$ cat src/rtl/fifo_rd_ctrl.sv
// Async-FIFO read side: fetches from RAM into a 2-deep out/skid buffer with FWFT output.
// Latency: wptr change to rvalid is 2 rclk; sustains 1 word/rclk; no fetch while the buffer plus in-flight read would exceed 2.
module fifo_rd_ctrl #(
    parameter int DATA_WIDTH = 8,
    parameter int ADDR_WIDTH = 4,
    parameter int AE_THRESH  = 2
) (
    input  logic                  rclk,
    input  logic                  rrst_n,
    input  logic [ADDR_WIDTH:0]   wptr_gray_sync,
    input  logic                  rd_en,
    input  logic [DATA_WIDTH-1:0] mem_rdata,
    output logic                  mem_ren,
    output logic [ADDR_WIDTH-1:0] raddr,
    output logic [ADDR_WIDTH:0]   rptr_gray,
    output logic [DATA_WIDTH-1:0] rdata,
    output logic                  rvalid,
    output logic                  empty,
    output logic                  almost_empty,
    output logic [ADDR_WIDTH+1:0] rd_count,
    output logic                  underflow
);
    localparam int PW    = ADDR_WIDTH + 1;
    localparam int CW    = ADDR_WIDTH + 2;
    localparam int DEPTH = 1 << ADDR_WIDTH;

    function automatic logic [PW-1:0] gray2bin(input logic [PW-1:0] g);
        logic [PW-1:0] b;
        b[PW-1] = g[PW-1];
        for (int i = PW - 2; i >= 0; i--) b[i] = b[i+1] ^ g[i];
        return b;
    endfunction

    logic [PW-1:0]         rbin, rbin_nxt, wbin, mem_words;
    logic                  inflight, skid_valid;
    logic [DATA_WIDTH-1:0] skid;
    logic                  pop, mem_nonempty, fetch;
    logic [1:0]            occ, occ_after_pop, occ_nxt;
    logic                  rvalid_nxt, skid_valid_nxt;
    logic [DATA_WIDTH-1:0] rdata_nxt, skid_nxt;
    logic [CW-1:0]         count_nxt;

    assign pop           = rd_en & rvalid;
    assign wbin          = gray2bin(wptr_gray_sync);
    assign mem_nonempty  = (rptr_gray != wptr_gray_sync);
    assign occ           = 2'(rvalid) + 2'(skid_valid) + 2'(inflight);
    assign occ_after_pop = occ - 2'(pop);
    // Held off during reset so no read is issued whose data would be discarded anyway.
    assign fetch         = rrst_n & mem_nonempty & (occ_after_pop < 2'd2);
    assign mem_ren       = fetch;
    assign raddr         = rbin[ADDR_WIDTH-1:0];
    assign rbin_nxt      = fetch ? rbin + PW'(1) : rbin;
    assign empty         = ~rvalid;

    always_comb begin
        rvalid_nxt     = rvalid;
        skid_valid_nxt = skid_valid;
        rdata_nxt      = rdata;
        skid_nxt       = skid;
        if (inflight) begin
            if (!rvalid || (pop && !skid_valid)) begin
                rdata_nxt  = mem_rdata;
                rvalid_nxt = 1'b1;
            end else begin
                // Returning word parks in skid; on a pop the old skid word moves up.
                if (pop) rdata_nxt = skid;
                skid_nxt       = mem_rdata;
                skid_valid_nxt = 1'b1;
            end
        end else if (pop) begin
            if (skid_valid) begin
                rdata_nxt      = skid;
                skid_valid_nxt = 1'b0;
            end else begin
                rvalid_nxt = 1'b0;
            end
        end
    end

    assign occ_nxt   = 2'(rvalid_nxt) + 2'(skid_valid_nxt) + 2'(fetch);
    assign mem_words = wbin - rbin_nxt;
    assign count_nxt = CW'(mem_words) + CW'(occ_nxt);

    always_ff @(posedge rclk or negedge rrst_n) begin
        if (!rrst_n) begin
            rbin         <= '0;
            rptr_gray    <= '0;
            inflight     <= 1'b0;
            skid_valid   <= 1'b0;
            skid         <= '0;
            rvalid       <= 1'b0;
            rdata        <= '0;
            rd_count     <= '0;
            almost_empty <= 1'b1;
            underflow    <= 1'b0;
        end else begin
            rbin         <= rbin_nxt;
            rptr_gray    <= rbin_nxt ^ (rbin_nxt >> 1);
            inflight     <= fetch;
            skid_valid   <= skid_valid_nxt;
            skid         <= skid_nxt;
            rvalid       <= rvalid_nxt;
            rdata        <= rdata_nxt;
            rd_count     <= count_nxt;
            almost_empty <= (count_nxt <= CW'(AE_THRESH));
            underflow    <= rd_en & ~rvalid;
        end
    end

    skid_free_on_park: assert property (@(posedge rclk) disable iff (!rrst_n)
        (inflight && rvalid && !pop) |-> !skid_valid);

    wptr_in_range: assert property (@(posedge rclk) disable iff (!rrst_n)
        (PW'(wbin - rbin) <= PW'(DEPTH)));
endmodule
$ cat config.mk
export PLATFORM = sky130hd
export DESIGN_NAME = fifo_rd_ctrl
export DESIGN_NICKNAME = d
export VERILOG_FILES = /design/src/rtl/fifo_rd_ctrl.sv
export SDC_FILE = /design/constraint.sdc
export NUM_CORES = 1
export LEC_CHECK = 0
export ABC_CLOCK_PERIOD_IN_PS = 4600
export CORE_ASPECT_RATIO = 1.1
export CORE_MARGIN = 2
export CORE_UTILIZATION = 52
export CTS_BUF_LIST = sky130_fd_sc_hd__clkbuf_2
export DETAILED_ROUTE_END_ITERATION = 16
export GPL_TIMING_DRIVEN = 0
export HOLD_SLACK_MARGIN = 0.06
export PLACE_DENSITY = 0.79
export SYNTH_ARGS = -nofsm -noshare
export SYNTH_HDL_FRONTEND = slang
export SYNTH_SLANG_ARGS = --single-unit
$ cat constraint.sdc
create_clock -name rclk -period 4.6 [get_ports rclk]
set_clock_uncertainty 0.2 [all_clocks]
set_input_delay 0.92 -clock rclk [delete_from_list [all_inputs] [get_ports rclk]]
set_output_delay 0.92 -clock rclk [all_outputs]
set_load 0.005 [all_outputs]
* After elaboration in Yosys (flattened, before gate mapping)
Index checks and enable logic that the tools add are counted.
Storage, ports and cells: flip-flop bits (word level) 37, input bits 16, output and inout bits 28
Cells by class: add/sub/neg operators 8, magnitude comparators 2, equal/unequal tests 1, multiplexer cells 13, bitwise logic cells 11, reductions and logical operators 9
Operators with widths (count):
- $mux 8 | 5
- $mux 1 | 7
- $add 5x2->6 | 1
- $le 6x2->1 const B | 1
- $reduce_bool 2->1 | 3
- $add 5x1->5 const B | 1
- $mux 5 | 1
- $ne 5x5->1 | 1
- $sub 5x5->5 | 1
- $xor 5x4->5 | 1
- $add 1x1->2 | 2
- $add 2x1->2 | 2
- $and 1x1->1 | 4
- $xor 1x1->1 | 4
- $reduce_and 3->1 | 1
- $logic_not 1->1 | 2
- $lt 2x2->1 const B | 1
- $not 1->1 | 2
- $reduce_and 2->1 | 1
- $sub 2x1->2 | 1
- $logic_and 1x1->1 | 1
- $logic_or 1x1->1 | 1

* Logic depth before layout (Yosys ltp)
Gate-level depths: netlist of the first run.
word-level depth 9, gate-level depth with buffers 17, gate-level depth less buffers 16

* Worst setup path before layout of the first run
OpenSTA, ideal clock, no wires.
path kind in2reg, start point input rd_en, end point register almost_empty, setup time 89 ps, data arrival time 4209 ps, data required time 4311 ps, setup slack 101 ps, stages 14, cell sequence nand2_1 ha_1 ha_1 a21oi_4 xnor2_2 a211oi_4 xor2_1 ha_1 fa_1 inv_1 ha_1 fa_1 xnor2_1 nor4b_2
RTL lines:
- start, declared | RTL line 11 | input logic rd_en,
- $and 1x1->1 | RTL line 43 | assign pop = rd_en & rvalid;
- $sub 2x1->2 | RTL line 47 | assign occ_after_pop = occ - 2'(pop);
- $lt 2x2->1 | RTL line 49 | assign fetch = rrst_n & mem_nonempty & (occ_after_pop < 2'd2);
- $and 1x1->1 | RTL line 49
- named net mem_ren | RTL line 13 | output logic mem_ren,
- $mux 5 | RTL line 52 | assign rbin_nxt = fetch ? rbin + PW'(1) : rbin;
- named net rbin_nxt[0] | RTL line 34 | logic [PW-1:0] rbin, rbin_nxt, wbin, mem_words;
- $sub 5x5->5 | RTL line 81 | assign mem_words = wbin - rbin_nxt;
- $add 5x2->6 | RTL line 82 | assign count_nxt = CW'(mem_words) + CW'(occ_nxt);
- named net count_nxt[2] | RTL line 41 | logic [CW-1:0] count_nxt;
- $le 6x2->1 | RTL line 105 | almost_empty <= (count_nxt <= CW'(AE_THRESH));
- end signal, assigned | RTL line 105
- end, declared | RTL line 19 | output logic almost_empty,
The timed path passes the listed nets, and every way through them passes these cells. A chain may end at the register's enable or synchronous reset.

* Final worst setup path of the first run
start point input rd_en, end point register rbin[0]
On the way: longest elaborated chain between the ends 5
Ends and longest elaborated chain:
- $and 1x1->1 | RTL line 43
- $sub 2x1->2 | RTL line 47
- $lt 2x2->1 | RTL line 49
- $and 1x1->1 | RTL line 49
- $mux 5 | RTL line 52
- named net rbin_nxt[0] | RTL line 34
- end signal, assigned | RTL line 97 | rbin <= rbin_nxt;
- end, declared | RTL line 34
The timed path passes the listed nets, and every way through them passes these cells.

==> results.toml, run 1 <==
[status]
status = "completed"

[pwr]
p_int_mw = 1.64
power_frac_seq_pct = 21.9
swShare_pct = 40.6
comb_power_share_pct = 70.8
peakVddDrop_mv = 0.621
p_leak_nw = 1.27
power.net_switching_mw = 1.12
clockPowerShare_pct = 7.3
powerDensity_nw_per_um2 = 1010

[global_route]
grt_pass1_wl_mm = 6.93
antenna_found_initial = 0
grt_max_degree = 39
grt.busiest_layer = "met2"
overflow = 0
use_met1_pct = 24.0
grt.met3_usage_pct = 5.19
grt_pass1_vias = 1555
grtUsageMet2_pct = 39.6
grt_usage_pct = 21.1

[synthesis]
yosysSeqAreaShare_pct = 45.4
ys_types = 31
synth.most_common_cell = "dfrtp_1"
syn_area_per_cell_um2 = 11.4
synth.top_cell.area_share_pct = 44.1
syn_inst = 174
ys_ff_latch = 36
synth.area.top_cells = "dfrtp_1 (44%), xor2_1 (7.1%), ha_1 (6.3%)"
synthFlopType = "dfrtp_1"
syn_nets = 203
yosysWarnings = 0
synth_area_leader_cell = "dfrtp_1"
synth_common_cells = "dfrtp_1 (35), inv_1 (16), xor2_1 (16), nand2_1 (15), o21ai_0 (12)"
postSynth.asyncResetShare_pct = 100
synth_edf_count = 0
syn_area_um2 = 1990

[floorplan]
initial_core_util_pct = 54.4
die_w_um = 62.9
fp-row-count = 23
dieArea_um2 = 4330
die_h_um = 68.8
coreArea_um2 = 3650
io_pins = 44

[hold_path]
min_path_cells = 2
hold_path.class = "reg2reg"

[placement]
io_buffers = 43
place_inst = 267
dp_hpwl_mm = 2.96
place.gp.congestion = 0.769
post_dp_cell_area_um2 = 2470

[drt]
drcViolationCount = 0
final_antenna_net_count = 0
vias = 1514
totalWireLength_mm = 4.36
via_per_inst = 5.13
wl_per_cell_um = 14.8
drt_iter0_markers = 41
drtPass1Iterations = 4

[timing]
worst_slew_pin_slew_ns = 0.821
layout_min_cycle_time_ns = 4.40
relSlewSlack_pct = 45.2
maxSlewViolCount = 0
fmax_mhz = 228
fin_crit_sh_pct = 95.5
hold_ws_ns = 0.306
hold_viol_final = 0
finalSetupViolCount = 0
rsz0062_at_grt = "no"

[cts]
hold_buffers = 0
clk_pin_slew_ns = 0.19
cts_buffer_depth = 2
cts_sinks = 36
htreeDepth = 2
cts_buffers = 5
cts-root-buf = "clkbuf_2"
cts_tree = "done"
clkLatencyLatePin_ns = 0.38

[setup_path]
reg2reg_depth = 24
critPathLaunchType = "input port"
critPathArrivalTime_ns = 4.51
cp_max_fo = 3
crit_path_end_kind = "register"
worstPathRequired_ns = 4.71
criticalPathCategory = "in2reg"

[flow_run]
maxCapViolCount = 0

[final_layout]
fin_cells = 295
nFillCells = 254
diodes = 0
nNetsFinal = 273
finalInstanceArea_um2 = 2720
drive_above_1_share_pct = 20.4
syn2layout_area_growth_pct = 36.6
final timing paths:
path | from | end | slack (ns)
setup reg to reg | rvalid | rbin[0] | 0.31
min in group asynchronous | rrst_n | skid[0] | 0.40
max in group asynchronous | rrst_n | rvalid | 3.28
hold reg to reg | rdata[1] | rdata[1] | 0.31
setup / recovery | rd_en | rbin[0] | 0.20
hold / removal | rdata[1] | rdata[1] | 0.31
stage by stage:
| step | power [mW] | utilization [%] | TNS (ns) | setup slack (ns) |
|---|---|---|---|---|
| after floorplan | 1.67 | - | 0 | 0.101 |
| after global placement | 2.09 | 67.9 | -7.22 | -1.20 |
| after detailed placement | 2.15 | 67.7 | -3.66 | -0.749 |
| after global routing | 2.99 | 74.3 | 0 | 0.100 |
| after CTS | 2.66 | 73.9 | 0 | 0.253 |
| final | 2.75 | 74.3 | 0 | 0.205 |
power groups by stage:
stage	clock network, mW	logic, mW	registers [mW]
4_1_cts	0.203	1.86	0.597
5_1_grt	0.215	2.15	0.620
3_3_place_gp	0	1.50	0.593
2_1_floorplan	0	1.08	0.596
3_5_place_dp	0	1.54	0.605
6_report	0.201	1.95	0.602
layout by cell type, fill, tap and decap left out, types with 2 or more instances in the layout:
master           Yosys  final
a21oi_1              7      6
and3_1               2      2
buf_1                2      2
buf_4                0     19
buf_6                1      2
clkbuf_1             2      2
clkbuf_2             0      7
clkdlybuf4s50_1      0     41
dfrtp_1             35     35
fa_1                 3      3
ha_1                10     10
inv_1               16     16
mux2_2               8      8
mux2i_1             11     10
nand2_1             15     15
nand3_1              3      3
nor2_1               6      6
o21ai_0             12     12
xnor2_1             10     10
xor2_1              16     15
repair_timing:
item                                    in CTS  in global routing
endpoints found under the setup margin       7                  1
gates resized for setup                      2                  6
pin swaps                                    3                  3
buffers inserted                            20                  0
hold endpoints to repair                     0                  0
critical path, cell delays in order:
cell	delay, ns
clkbuf_2	0.11
nand2_1	0.08
ha_1	0.28
ha_1	0.31
a21oi_4	0.21
xnor2_4	0.11
a211oi_4	0.37
xor2_2	0.16
buf_4	0.15
buf_4	0.12
buf_4	0.12
buf_4	0.12
buf_4	0.12
buf_4	0.12
buf_4	0.13
buf_4	0.12
buf_4	0.12
buf_4	0.12
buf_4	0.12
buf_4	0.13
buf_4	0.12
buf_4	0.11
buf_4	0.11
buf_4	0.11
layer usage:
layer,part of all wire (%),vias up
met5,0,-
met4,1.5,0
met3,4.6,8
met2,54,38
met1,39,750
li1,-,718
cell type report:
type	instances	area [µm²]	area share [%]
Multi-Input combinational cell	117	1020	37.7
Sequential cell	36	902	33.2
Timing Repair Buffer	63	574	21.2
Tap cell	50	62.6	2.30
Inverter	16	60.1	2.21
Clock inverter	2	35.0	1.29
Clock buffer	6	30.0	1.11
Buffer	5	26.3	0.968
state kept, by name, summed over array words and instances, names as in the netlist:
signal / flops
rd_count: 6
skid: 8
skid_valid: 1
underflow: 1
rdata: 8
almost_empty: 1
rbin: 5
rvalid: 1
rptr_gray: 4
inflight: 1
logic make-up after synthesis:
logic type	after synthesis	share of synthesized area (%)
AO/OA/AOI/OAI	27	9.95
flip-flops	36	45.4
XOR/XNOR	28	13.1
buffers and inverters	21	4.35
multiplexers	19	10.1
AND/OR/NAND/NOR	30	7.81
adder cells (fa/ha/maj)	13	9.32
Power figures use the tool's default switching activity.
==> run 2: changes to the inputs <==
- CTS_BUF_LIST: sky130_fd_sc_hd__clkbuf_2 -> sky130_fd_sc_hd__clkbuf_8
==> run 2 against run 1 <==
  * Count of clock-buffer cells in the layout decreased by 1
  * Maximum frequency is 0.63% lower
  * Register-to-register slack gained 0.10 ns
  * Critical path depth decreased by 9
  * Largest cell class unchanged
  * Critical path type unchanged
==> results.toml, run 2 (synthesized netlist as in run 1, its figures left out) <==
[pwr]
swShare_pct = 40.7
powerDensity_nw_per_um2 = 975
power.net_switching_mw = 1.06
clockPowerShare_pct = 10.4
power_frac_seq_pct = 23.3
comb_power_share_pct = 66.3
peakVddDrop_mv = 0.621
p_leak_nw = 1.22
p_int_mw = 1.54

[final_layout]
nFillCells = 264
layout_common_cells = "clkdlybuf4s50_1 (41), dfrtp_1 (35), inv_1 (17)"
reg_top3 = "rdata (8), skid (8), rd_count (6)"
final_common_cell = "clkdlybuf4s50_1"
postLayoutCoreUtil_pct = 72.8
syn2layout_area_growth_pct = 33.9
nNetsFinal = 260
drive_above_1_share_pct = 15.5
finalInstanceArea_um2 = 2660
diodes = 0

[timing]
layout_min_cycle_time_ns = 4.42
hold_ws_ns = 0.282
relSlewSlack_pct = 44.5
postLayoutSetupSlackWorst_ns = 0.177
worst_slew_pin_slew_ns = 0.833
hold_viol_final = 0
tns_ns = 0
maxSlewViolCount = 0
finalSetupViolCount = 0
fmax_mhz = 226
fin_crit_sh_pct = 96.1

[drt]
totalWireLength_mm = 4.13
vias = 1460
drcViolationCount = 0
drtPass1Iterations = 4
drt_iter0_markers = 30
via_per_inst = 5.18
final_antenna_net_count = 0
wl_per_cell_um = 14.7

[global_route]
antenna_found_initial = 0
grt_max_degree = 39
overflow = 0
grt_pass1_vias = 1508
grt_pass1_wl_mm = 6.76
grt_usage_pct = 20.9

[setup_path]
crit_path_end_kind = "register"
crit_chain = "clkbuf_2 > nand2_1 > ha_1 > ha_1 > a21oi_4 > xnor2_4 > a211oi_4 > xor2_2 > ha_1 > fa_1 > inv_1 > ha_1 > fa_1 > a21oi_2 > nor4b_2"
cpMostUsedCell = "ha_1"
critPathArrivalTime_ns = 4.43
worstPathRequired_ns = 4.61
cp_top_family = "adder cells"
critPathLaunchType = "input port"
criticalPathCategory = "in2reg"
max_stage_delay_ns = 0.48
crit_buf_inv = 2
cp_max_fo = 3
crit_slowest_cell = "fa_1"

[cts]
clk_pin_slew_ns = 0.07
cts-root-buf = "clkbuf_8"
clkLatencyLatePin_ns = 0.29
htreeDepth = 2
cts_buffers = 5
cts_buffer_depth = 2
cts_sinks = 36
cts_tree = "done"
hold_buffers = 0

[floorplan]
die_h_um = 68.8
coreArea_um2 = 3650
initial_core_util_pct = 54.4
io_pins = 44
dieArea_um2 = 4330
die_w_um = 62.9
fp-row-count = 23

[placement]
post_dp_cell_area_um2 = 2470
dp_hpwl_mm = 2.96
place_ws_ns = -0.749
io_buffers = 43
place.gp.congestion = 0.769

[hold_path]
hold_path.class = "reg2reg"

[status]
status = "completed"

[flow_run]
maxCapViolCount = 0
## run 2: cell type report
class	instances	area, µm²	area share, %
Clock buffer	5	68.8	2.59
Buffer	5	26.3	0.988
Multi-Input combinational cell	117	1020	38.5
Timing Repair Buffer	50	477	17.9
Tap cell	50	62.6	2.35
Clock inverter	3	38.8	1.46
Sequential cell	36	902	33.9
Inverter	16	60.1	2.26
## run 2: routing by layer
metal	part of all wire [%]	routed length, µm	vias up	track usage, %
met4	1.7	69	0	9.17
met1	39	1610	720	22.2
met3	4.6	190	6	5.68
met2	55	2270	44	39.5
met5	0	0	-	0
li1	-	-	690	-
## run 2: per-stage QoR
step / power, mW / cells
after CTS: 2.51 / 280
final: 2.59 / 282
after detailed placement: 2.15 / 267
after global routing: 2.82 / 282
after global placement: 2.09 / 267
after floorplan: 1.67 / 174
## run 2: what timing repair did
action,in CTS,in global routing
endpoints found under the setup margin,7,3
setup buffers,5,2
resized for setup,2,6
pin swaps,3,4
## run 2: worst register-to-register path, stage by stage (launching register included)
cell and delay (ns):
dfrtp_1 0.37, buf_6 0.14, nand2_1 0.08, ha_1 0.28, ha_1 0.31, a21oi_4 0.21, xnor2_4 0.12, a211oi_4 0.38
xor2_2 0.21, ha_1 0.28, fa_1 0.48, inv_1 0.04, ha_1 0.22, fa_1 0.47, a21oi_2 0.13, nor4b_2 0.19
## run 2: power groups by stage
stage | sequential [mW] | combinational, mW | clock [mW]
after detailed placement | 0.605 | 1.54 | 0
after floorplan | 0.596 | 1.08 | 0
after CTS | 0.600 | 1.64 | 0.276
after global placement | 0.593 | 1.50 | 0
after global routing | 0.623 | 1.91 | 0.287
final | 0.604 | 1.72 | 0.270
## run 2: final timing paths
check / depth (start not counted) / startpoint / end / slack (ns)
setup reg to reg: 15 / rvalid / almost_empty / 0.41
hold reg to reg: 2 / rdata[1] / rdata[1] / 0.28
hold / removal: 2 / rdata[1] / rdata[1] / 0.28
min in group asynchronous: 1 / rrst_n / skid[0] / 0.53
setup / recovery: 15 / rd_en / almost_empty / 0.18
max in group asynchronous: 1 / rrst_n / rd_count[3] / 3.14
